File: config.mk
export PLATFORM = sky130hd
export DESIGN_NAME = uart_prog_loader_flat
export DESIGN_NICKNAME = d
export VERILOG_FILES = /design/src/rtl/uart_prog_loader_if.sv /design/src/rtl/uart_prog_loader.sv /design/src/flat_wrapper.sv
export SDC_FILE = /design/constraint.sdc
export NUM_CORES = 1
export LEC_CHECK = 0
export BUFFER_PORTS_ARGS = -buffer_cell sky130_fd_sc_hd__buf_2
export CAP_MARGIN = 20
export CORE_MARGIN = 8
export CORE_UTILIZATION = 55
export DETAILED_ROUTE_END_ITERATION = 8
export GPL_ROUTABILITY_DRIVEN = 0
export GPL_TIMING_DRIVEN = 0
export PLACE_DENSITY = 0.86
export SYNTH_ARGS = -nofsm -noshare
export SYNTH_HDL_FRONTEND = slang
export SYNTH_SLANG_ARGS = --single-unit
File: constraint.sdc
create_clock -name clk -period 9.3 [get_ports clk]
set_input_delay 0.93 -clock clk [delete_from_list [all_inputs] [get_ports clk]]
set_output_delay 0.93 -clock clk [all_outputs]
set_load 0.05 [all_outputs]
File: src/rtl/uart_prog_loader_if.sv
// UART RX byte stream plus instruction-memory write port.
// The loader takes the slave side; the byte source / memory take the master side.
interface uart_prog_loader_if #(
   parameter int WORD_BYTES = 4,
   parameter int ADDR_W     = 12
);
   logic [7:0]              rx_data;
   logic                    rx_valid;
   logic                    mem_we;
   logic [ADDR_W-1:0]       mem_addr;
   logic [8*WORD_BYTES-1:0] mem_wdata;

   modport slave (
      input  rx_data, rx_valid,
      output mem_we, mem_addr, mem_wdata
   );

   modport master (
      output rx_data, rx_valid,
      input  mem_we, mem_addr, mem_wdata
   );
endinterface

File: src/rtl/uart_prog_loader.sv
// Boot loader: little-endian size header, payload packed into memory
// words, optional trailing 8-bit additive checksum.
module uart_prog_loader #(
   parameter int WORD_BYTES = 4,
   parameter int ADDR_W     = 12,
   parameter int HDR_BYTES  = 4,
   parameter int MAX_BYTES  = 16384,
   parameter int CHECKSUM   = 0
) (
   input  logic                clk,
   input  logic                rst,
   uart_prog_loader_if.slave   bus,
   input  logic                restart,
   output logic                busy,
   output logic                done,
   output logic                err,
   output logic [1:0]          err_code
);
   localparam int DW = 8 * WORD_BYTES;

   typedef enum logic [2:0] {
      S_HDR, S_DATA, S_LAST, S_CSUM, S_DONE, S_ERR
   } state_t;

   state_t            state_q;
   logic [1:0]        hcnt_q;
   logic [31:0]       size_q;
   logic [31:0]       byte_cnt_q;
   logic [7:0]        sum_q;
   logic [DW-1:0]     buf_q;
   logic              last_wr_q;
   logic              mem_we_q;
   logic [ADDR_W-1:0] mem_addr_q;
   logic [DW-1:0]     mem_wdata_q;
   logic              busy_q;
   logic              done_q;
   logic              err_q;
   logic [1:0]        err_code_q;

   logic              rx_ok;
   logic              hdr_last;
   logic              pay_last;
   logic              top_lane;
   logic [31:0]       size_d;
   logic [31:0]       cnt_d;
   logic [31:0]       lane;
   logic [DW-1:0]     word_d;

   always_comb begin
      rx_ok    = bus.rx_valid & ~restart;
      size_d   = size_q | ({24'd0, bus.rx_data} << {hcnt_q, 3'b000});
      hdr_last = (hcnt_q == 2'(HDR_BYTES - 1));
      cnt_d    = byte_cnt_q + 32'd1;
      pay_last = (cnt_d == size_q);
      lane     = byte_cnt_q % 32'(WORD_BYTES);
      top_lane = (lane == 32'(WORD_BYTES - 1));
      word_d   = buf_q;
      for (int i = 0; i < WORD_BYTES; i++) begin
         if (lane == 32'(i)) word_d[i*8 +: 8] = bus.rx_data;
      end
   end

   always_ff @(posedge clk) begin
      if (rst || restart) begin
         state_q     <= S_HDR;
         hcnt_q      <= '0;
         size_q      <= '0;
         byte_cnt_q  <= '0;
         sum_q       <= '0;
         buf_q       <= '0;
         last_wr_q   <= 1'b0;
         mem_we_q    <= 1'b0;
         mem_addr_q  <= '0;
         mem_wdata_q <= '0;
         busy_q      <= 1'b0;
         done_q      <= 1'b0;
         err_q       <= 1'b0;
         err_code_q  <= 2'b00;
      end else begin
         mem_we_q <= 1'b0;
         // The final word keeps its address so mem_addr stays inside the image
         if (mem_we_q && !last_wr_q) mem_addr_q <= mem_addr_q + ADDR_W'(1);
         unique case (state_q)
            S_HDR: if (rx_ok) begin
               busy_q <= 1'b1;
               size_q <= size_d;
               hcnt_q <= hcnt_q + 2'd1;
               if (hdr_last) begin
                  if (size_d > 32'(MAX_BYTES)) begin
                     state_q    <= S_ERR;
                     err_q      <= 1'b1;
                     err_code_q <= 2'b01;
                     busy_q     <= 1'b0;
                  end else if (size_d == 32'd0) begin
                     if (CHECKSUM != 0) begin
                        state_q <= S_CSUM;
                     end else begin
                        state_q <= S_DONE;
                        done_q  <= 1'b1;
                        busy_q  <= 1'b0;
                     end
                  end else begin
                     state_q <= S_DATA;
                  end
               end
            end
            S_DATA: if (rx_ok) begin
               sum_q      <= sum_q + bus.rx_data;
               byte_cnt_q <= cnt_d;
               if (top_lane || pay_last) begin
                  mem_we_q    <= 1'b1;
                  mem_wdata_q <= word_d;
                  buf_q       <= '0;
                  last_wr_q   <= pay_last;
               end else begin
                  buf_q <= word_d;
               end
               if (pay_last) state_q <= (CHECKSUM != 0) ? S_CSUM : S_LAST;
            end
            S_LAST: begin
               state_q <= S_DONE;
               done_q  <= 1'b1;
               busy_q  <= 1'b0;
            end
            S_CSUM: if (rx_ok) begin
               busy_q <= 1'b0;
               if (bus.rx_data == sum_q) begin
                  state_q <= S_DONE;
                  done_q  <= 1'b1;
               end else begin
                  state_q    <= S_ERR;
                  err_q      <= 1'b1;
                  err_code_q <= 2'b10;
               end
            end
            S_DONE, S_ERR: ;
            default: state_q <= S_HDR;
         endcase
      end
   end

   assign bus.mem_we    = mem_we_q;
   assign bus.mem_addr  = mem_addr_q;
   assign bus.mem_wdata = mem_wdata_q;
   assign busy          = busy_q;
   assign done          = done_q;
   assign err           = err_q;
   assign err_code      = err_code_q;
endmodule
File: src/flat_wrapper.sv
// flat-port wrapper written by rule: the top's interface ports become plain ports
module uart_prog_loader_flat 
#(
   parameter int WORD_BYTES = 4,
   parameter int ADDR_W     = 12,
   parameter int HDR_BYTES  = 4,
   parameter int MAX_BYTES  = 16384,
   parameter int CHECKSUM   = 0
)
  (clk, rst, restart, busy, done, err, err_code, bus_rx_data, bus_rx_valid, bus_mem_we, bus_mem_addr, bus_mem_wdata);
  uart_prog_loader_if #(.WORD_BYTES(WORD_BYTES), .ADDR_W(ADDR_W)) bus_i ();
  input  logic clk;
  input  logic rst;
  input  logic restart;
  output logic busy;
  output logic done;
  output logic err;
  output logic [1:0] err_code;
  input wire logic [$bits(bus_i.rx_data)-1:0] bus_rx_data;
  input wire logic [$bits(bus_i.rx_valid)-1:0] bus_rx_valid;
  output wire logic [$bits(bus_i.mem_we)-1:0] bus_mem_we;
  output wire logic [$bits(bus_i.mem_addr)-1:0] bus_mem_addr;
  output wire logic [$bits(bus_i.mem_wdata)-1:0] bus_mem_wdata;
  assign bus_i.rx_data = bus_rx_data;
  assign bus_i.rx_valid = bus_rx_valid;
  assign bus_mem_we = bus_i.mem_we;
  assign bus_mem_addr = bus_i.mem_addr;
  assign bus_mem_wdata = bus_i.mem_wdata;
  uart_prog_loader #(.WORD_BYTES(WORD_BYTES), .ADDR_W(ADDR_W), .HDR_BYTES(HDR_BYTES), .MAX_BYTES(MAX_BYTES), .CHECKSUM(CHECKSUM)) u_core (.clk(clk), .rst(rst), .bus(bus_i), .restart(restart), .busy(busy), .done(done), .err(err), .err_code(err_code));
endmodule
==> results of run 1 <==
==> logic make-up (layout without fill, tap and decap cells) <==
| logic type | after synthesis | in the layout | synth area share, % |
|---|---|---|---|
| xor gates and xnor gates | 81 | 81 | 8.997 |
| AOI/OAI and AO/OA | 189 | 189 | 16.14 |
| and+or+nand+nor | 374 | 374 | 23.75 |
| DFF | 160 | 160 | 40.62 |
| adders and majority gates | 14 | 14 | 2.317 |
| muxes | 35 | 35 | 4.443 |
| buffers and inverters | 74 | 167 | 3.729 |
==> how the worst min path moves through the flow <==
stage                                                startpoint                                     to  slack (ps)  depth (start not counted)
after global placement    u_core.bus.mem_wdata[22]$_SDFFE_PP0P_  u_core.bus.mem_wdata[22]$_SDFFE_PP0P_         440                          2
after floorplan                   u_core.last_wr_q$_SDFFE_PP0P_          u_core.last_wr_q$_SDFFE_PP0P_         430                          2
after detailed placement  u_core.bus.mem_wdata[29]$_SDFFE_PP0P_  u_core.bus.mem_wdata[29]$_SDFFE_PP0P_         450                          2
final                      u_core.bus.mem_wdata[5]$_SDFFE_PP0P_   u_core.bus.mem_wdata[5]$_SDFFE_PP0P_         450                          2
after CTS                 u_core.bus.mem_wdata[29]$_SDFFE_PP0P_  u_core.bus.mem_wdata[29]$_SDFFE_PP0P_         460                          2
after global routing      u_core.bus.mem_wdata[27]$_SDFFE_PP0P_  u_core.bus.mem_wdata[27]$_SDFFE_PP0P_         470                          2
==> cell type report <==
class	instances	share of cell area (%)
Buffer	61	2.707
Clock buffer	17	4.695
Clock inverter	15	2.417
Inverter	13	0.5386
Multi-Input combinational cell	693	48.43
Sequential cell	160	35.35
Tap cell	180	2.486
Timing Repair Buffer	61	3.370
==> flip-flops by register name, indices dropped and copies added (netlist names) <==
signal and flops:
u_core.done 1, u_core.hcnt_q 2, u_core.bus.mem_we 1, u_core.err_code 2, u_core.busy 1, u_core.state_q 3, u_core.size_q 32, u_core.last_wr_q 1
u_core.err 1, u_core.buf_q 32, u_core.byte_cnt_q 32, u_core.bus.mem_addr 12, u_core.sum_q 8, u_core.bus.mem_wdata 32
==> cell usage in the layout (no fill, tap or decap), types with 7 or more instances in the layout <==
master / instances
o211ai_1: 26
buf_2: 74
inv_1: 13
o21ai_0: 23
clkbuf_16: 17
nor2_1: 105
xor2_1: 45
a22o_1: 24
a211o_1: 12
a21oi_1: 71
nor4_1: 17
xnor2_1: 36
dfxtp_1: 160
and4_1: 7
nand2_1: 87
clkbuf_1: 43
nand3_1: 23
nor2b_1: 7
ha_1: 13
nor3_1: 18
or3_1: 16
nand4_1: 25
and3_1: 18
mux2i_1: 35
nand2b_1: 29
==> power groups by stage <==
| stage | Sequential (mW) | Combinational, mW | Clock (mW) |
|---|---|---|---|
| 2_1_floorplan | 0.703 | 0.0335 | 0 |
| 3_3_place_gp | 0.703 | 0.0528 | 0 |
| 3_5_place_dp | 0.703 | 0.0539 | 0 |
| 4_1_cts | 0.688 | 0.0544 | 0.770 |
| 5_1_grt | 0.688 | 0.0594 | 0.800 |
| 6_report | 0.688 | 0.0556 | 0.768 |
==> critical path: cells and delay by family, from the launching register on <==
kind	cells	cell delay, ps
AOI/OAI and AO/OA	2	400
adders and majority gates	1	320
buffers and inverters	2	660
DFF	1	540
and+or+nand+nor	6	2170
==> metrics by stage <==
stage	utilization (%)	total power [mW]	instance area [sq um]	hold slack, ps
final	65.02	1.511	9060	453.8
after global routing	65.02	1.547	9060	473.6
after CTS	65.02	1.512	9060	458.0
after detailed placement	60.39	0.7572	8416	449.1
after global placement	60.39	0.7561	8416	442.5
after floorplan	-	0.7369	7885	432.3
==> per-layer routing <==
layer | GRT usage [%] | share of wire [%]
met1 | 29.04 | 42
met3 | 4.599 | 8.0
met2 | 38.11 | 46
met4 | 12.52 | 3.6
met5 | 0 | 0
==> impl_metrics.tcl, run 1 <==
set metrics [dict create \
    status "completed" \
    cp_common_cell "nand4_1" \
    hold_violations 0 \
    core_area_sq_mm 0.01393 \
    yosys_warnings 0 \
    nNetsFinal 1033 \
    dpl.cell_count 1168 \
    vias 7300 \
    cts.sinks 160 \
    ys_types 54 \
    die-area_sq_mm 0.01842 \
    setup_slack_ps 5078 \
    cts-root-buf "clkbuf_16" \
    fin_cells 1200 \
    syn-num-nets 953 \
    mappedNetlistArea_sq_mm 0.007885 \
    internal-power_mw 1.159 \
    place_ws_ps 5266 \
    drc 0 \
    critical-path-max-stage-delay_ps 720 \
    tns_ps 0 \
    postSynth.asyncResetShare_pct 0 \
    synth-seq-area-share_pct 40.62 \
    yosysTopAreaCellShare_pct 40.62 \
    io_pins 62 \
    p_leak_nw 3.633 \
    initial_core_util_pct 56.59 \
    crit_chain "ha_1, nand4_2, nor4_1, buf_2, nand4_1, a22oi_1, nand4_1, nor4_4, o21ai_2, clkbuf_1, and3_1" \
    r2r_setup_slack_ps 5080 \
    relSlewSlack_pct 37.03 \
    hold_path.class "register to register" \
    p_per_area_mw_per_mm2 166.8 \
    worst_pin_slew_ps 937.3 \
    ys_top_cells_by_count "160 x dfxtp_1, 105 x nor2_1, 87 x nand2_1" \
    period_needed_ps 4222 \
    totalWireLength_um 21680 \
    combPwrFrac_pct 3.7 \
    timing.fmax_ghz 0.2369 \
    rsz0062_at_grt "no" \
    numCtsBuffers 17 \
    diodes 0 \
    regArea_sq_mm 0.003203 \
    grt_pass1_vias 6858 \
    endpoint_kind "register" \
    area_growth_pct 14.90 \
    yosysTopAreaCell "dfxtp_1" \
    drive_above_1_share_pct 11.27 \
    r2r_end "u_core.buf_q[26]$_SDFFE_PP0P_" \
    synthFlopType "dfxtp_1" \
    die_y_um 135.7 \
    ctsLongestPathBuffers 2 \
    gr-total-overflow 0 \
    r2r_start "u_core.byte_cnt_q[1]$_SDFFE_PP0P_" \
    row_count 43 \
    synth_edf_count 0 \
    peakVddDrop_mv 0.1084 \
    wire_per_inst_um 18.07 \
    p_sw_share_pct 23.29 \
    grt_max_degree 17 \
    cts_tree "done" \
    cts_hold_buf 0 \
    clkPwrFrac_pct 50.8 \
    crit_required_ps 9630 \
    routed_via_density 6.083 \
    path_class "register to register" \
    fillers 1122 \
    synth_most_common_cell "dfxtp_1" \
    grt_usage_pct 23.56 \
    clk_pin_slew_worst_paths_ps 70 \
    ys_ff_latch 160 \
    ant_nets 0 \
    crit_path_start "u_core.byte_cnt_q[1]$_SDFFE_PP0P_" \
    p_switching_mw 0.3519 \
    clk_latency_ps 440 \
    firstDrtPassIters 6 \
    crit_fanout 10 \
    ctsResizeCount 0 \
    die_x_um 135.7 \
    multi_input_area_sq_mm 0.004388 \
    endpoint "u_core.buf_q[26]$_SDFFE_PP0P_" \
    h-tree-depth 4 \
    avgSynthCellArea_sq_um 8.506 \
    cp-start-kind "register" \
    finalCritPeriodShare_pct 45.40 \
    dpl.hpwl_um 15180 \
    synthCells 927 \
    arrival_ps 4560 \
    final-max-slew-violation-count 0 \
    cap_violations 0 \
    skew_ps 8.301 \
    grt_pass1_wl_um 34750 \
    postCtsSetupBuffers 0 \
    setup_viol 0 \
    reg2reg_depth 11 \
    p_seq_share_pct 45.5 \
    io_buffer_count 61 \
    drtIter0Drc 677 \
    yosys-top-cells-area "dfxtp_1 41%, nor2_1 5.0%, xor2_1 5.0%, a21oi_1 4.5%, mux2i_1 4.4%" \
    grt_antenna_before_repair 0 \
    cp_slowest_cell "nor4_1" \
]
Note: power is estimated with default switching activity, not from simulation.
==> inputs of run 2 (changes only) <==
Clock period 9.3 ns to 4.4 ns, I/O delays scaled along.
==> impl_metrics.tcl, run 2 (synthesis results as in run 1) <==
set metrics [dict create \
    status "completed" \
    totalWireLength_um 21670 \
    drive_above_1_share_pct 11.37 \
    p_leak_nw 3.633 \
    worst_pin_slew_ps 941.8 \
    cts_hold_buf 0 \
    critical-path-max-stage-delay_ps 660 \
    relSlewSlack_pct 36.73 \
    final_common_cell "dfxtp_1" \
    grt_pass1_wl_um 34750 \
    setup_viol 0 \
    vias 7337 \
    dpl.cell_count 1168 \
    ant_nets 0 \
    firstDrtPassIters 5 \
    grt_antenna_before_repair 0 \
    arrival_ps 4380 \
    io_pins 62 \
    drc 0 \
    cap_violations 0 \
    skew_ps 7.977 \
    die_y_um 135.7 \
    clk_pin_slew_worst_paths_ps 70 \
    gr-total-overflow 0 \
    whs_ps 388.9 \
    peakVddDrop_mv 0.2278 \
    drtIter0Drc 724 \
    nNetsFinal 1033 \
    routed_via_density 6.114 \
    grt_pass1_vias 6858 \
    layout.cells.most_common_list "160 x dfxtp_1, 105 x nor2_1, 87 x nand2_1" \
    die-area_sq_mm 0.01842 \
    cts_tree "done" \
    clk_latency_ps 440 \
    grt_usage_pct 23.56 \
    h-tree-depth 4 \
    cts-root-buf "clkbuf_16" \
    period_needed_ps 4054 \
    cp_common_cell "nand4_1" \
    numCtsBuffers 17 \
    diodes 0 \
    hold_violations 0 \
    wire_per_inst_um 18.06 \
    tns_ps 0 \
    fin_cells 1200 \
    cp-start-kind "register" \
    crit_fanout 10 \
    fillers 1120 \
    io_buffer_count 61 \
    endpoint_kind "register" \
    cts.sinks 160 \
    crit_chain "ha_1, nand4_2, nor4_2, buf_2, nand4_1, a22oi_1, nand4_1, nor4_4, o21ai_2, clkbuf_1, and3_1" \
    r2r_setup_slack_ps 350 \
    multi_input_area_sq_mm 0.004394 \
    core_area_sq_mm 0.01393 \
    path_class "register to register" \
    dpl.hpwl_um 15180 \
    grt_max_degree 17 \
    row_count 43 \
    timing.fmax_ghz 0.2467 \
    postCtsSetupBuffers 0 \
    die_x_um 135.7 \
    final-max-slew-violation-count 0 \
    ctsLongestPathBuffers 2 \
    area_growth_pct 14.98 \
    regArea_sq_mm 0.003203 \
    cp_slowest_cell "nor4_4" \
    initial_core_util_pct 56.59 \
    hold_path.class "input port to register" \
    p_per_area_mw_per_mm2 352.3 \
    ctsResizeCount 0 \
    crit_required_ps 4730 \
    rsz0062_at_grt "no" \
    finalCritPeriodShare_pct 92.13 \
]
## run 2: cell counts in the layout (fill, tap and decap cells not counted)
No cell type changed its count.
## run 2: cell type report
class | instances | share of cell area (%)
Inverter | 13 | 0.5382
Buffer | 61 | 2.705
Clock inverter | 15 | 2.415
Timing Repair Buffer | 61 | 3.367
Multi-Input combinational cell | 693 | 48.47
Clock buffer | 17 | 4.692
Sequential cell | 160 | 35.33
Tap cell | 180 | 2.484
## run 2: path summary, 6_finish.rpt
| check | from | end | depth (start not counted) |
|---|---|---|---|
| setup / recovery | u_core.byte_cnt_q[1]$_SDFFE_PP0P_ | u_core.buf_q[26]$_SDFFE_PP0P_ | 11 |
| hold / removal | bus_rx_valid | u_core.state_q[1]$_SDFFE_PP0P_ | 4 |
| setup reg to reg | u_core.byte_cnt_q[1]$_SDFFE_PP0P_ | u_core.buf_q[26]$_SDFFE_PP0P_ | 11 |
| hold reg to reg | u_core.bus.mem_wdata[5]$_SDFFE_PP0P_ | u_core.bus.mem_wdata[5]$_SDFFE_PP0P_ | 2 |
## run 2: power breakdown
| part | internal, mW | leakage (nW) | switching [mW] |
|---|---|---|---|
| combinational | 0.0316 | 2.03 | 0.0858 |
| sequential | 1.45 | 1.29 | 0.00337 |
| clock | 0.969 | 0.310 | 0.654 |
| total | 2.45 | 3.63 | 0.743 |
## run 2: worst max-delay path: cells and delay by family, from the launching register on
kind	cells	cell delay [ps]
AO/OA/AOI/OAI	2	400
adder cells (fa/ha/maj)	1	320
flip-flops	1	560
buffers and inverters	2	640
AND/OR/NAND/NOR	6	2030
## run 2: metrics by stage
| stage | setup WS [ps] | utilization, % | total power, mW | cell area, sq um |
|---|---|---|---|---|
| 2_1_floorplan | 1200 | - | 1.558 | 7885 |
| 3_3_place_gp | 405.2 | 60.39 | 1.598 | 8416 |
| 3_5_place_dp | 365.8 | 60.39 | 1.600 | 8416 |
| 4_1_cts | 304.1 | 65.02 | 3.196 | 9060 |
| 5_1_grt | 117.8 | 65.06 | 3.270 | 9066 |
| 6_report | 346.2 | 65.06 | 3.194 | 9066 |
## run 2: metal layers
metal / up-vias / wire [um] / global-route usage, %
li1: 3450 / - / -
met1: 3452 / 9042 / 29.04
met2: 370 / 9998 / 38.11
met3: 65 / 1829 / 4.599
met4: 0 / 803 / 12.52
met5: - / 0 / 0
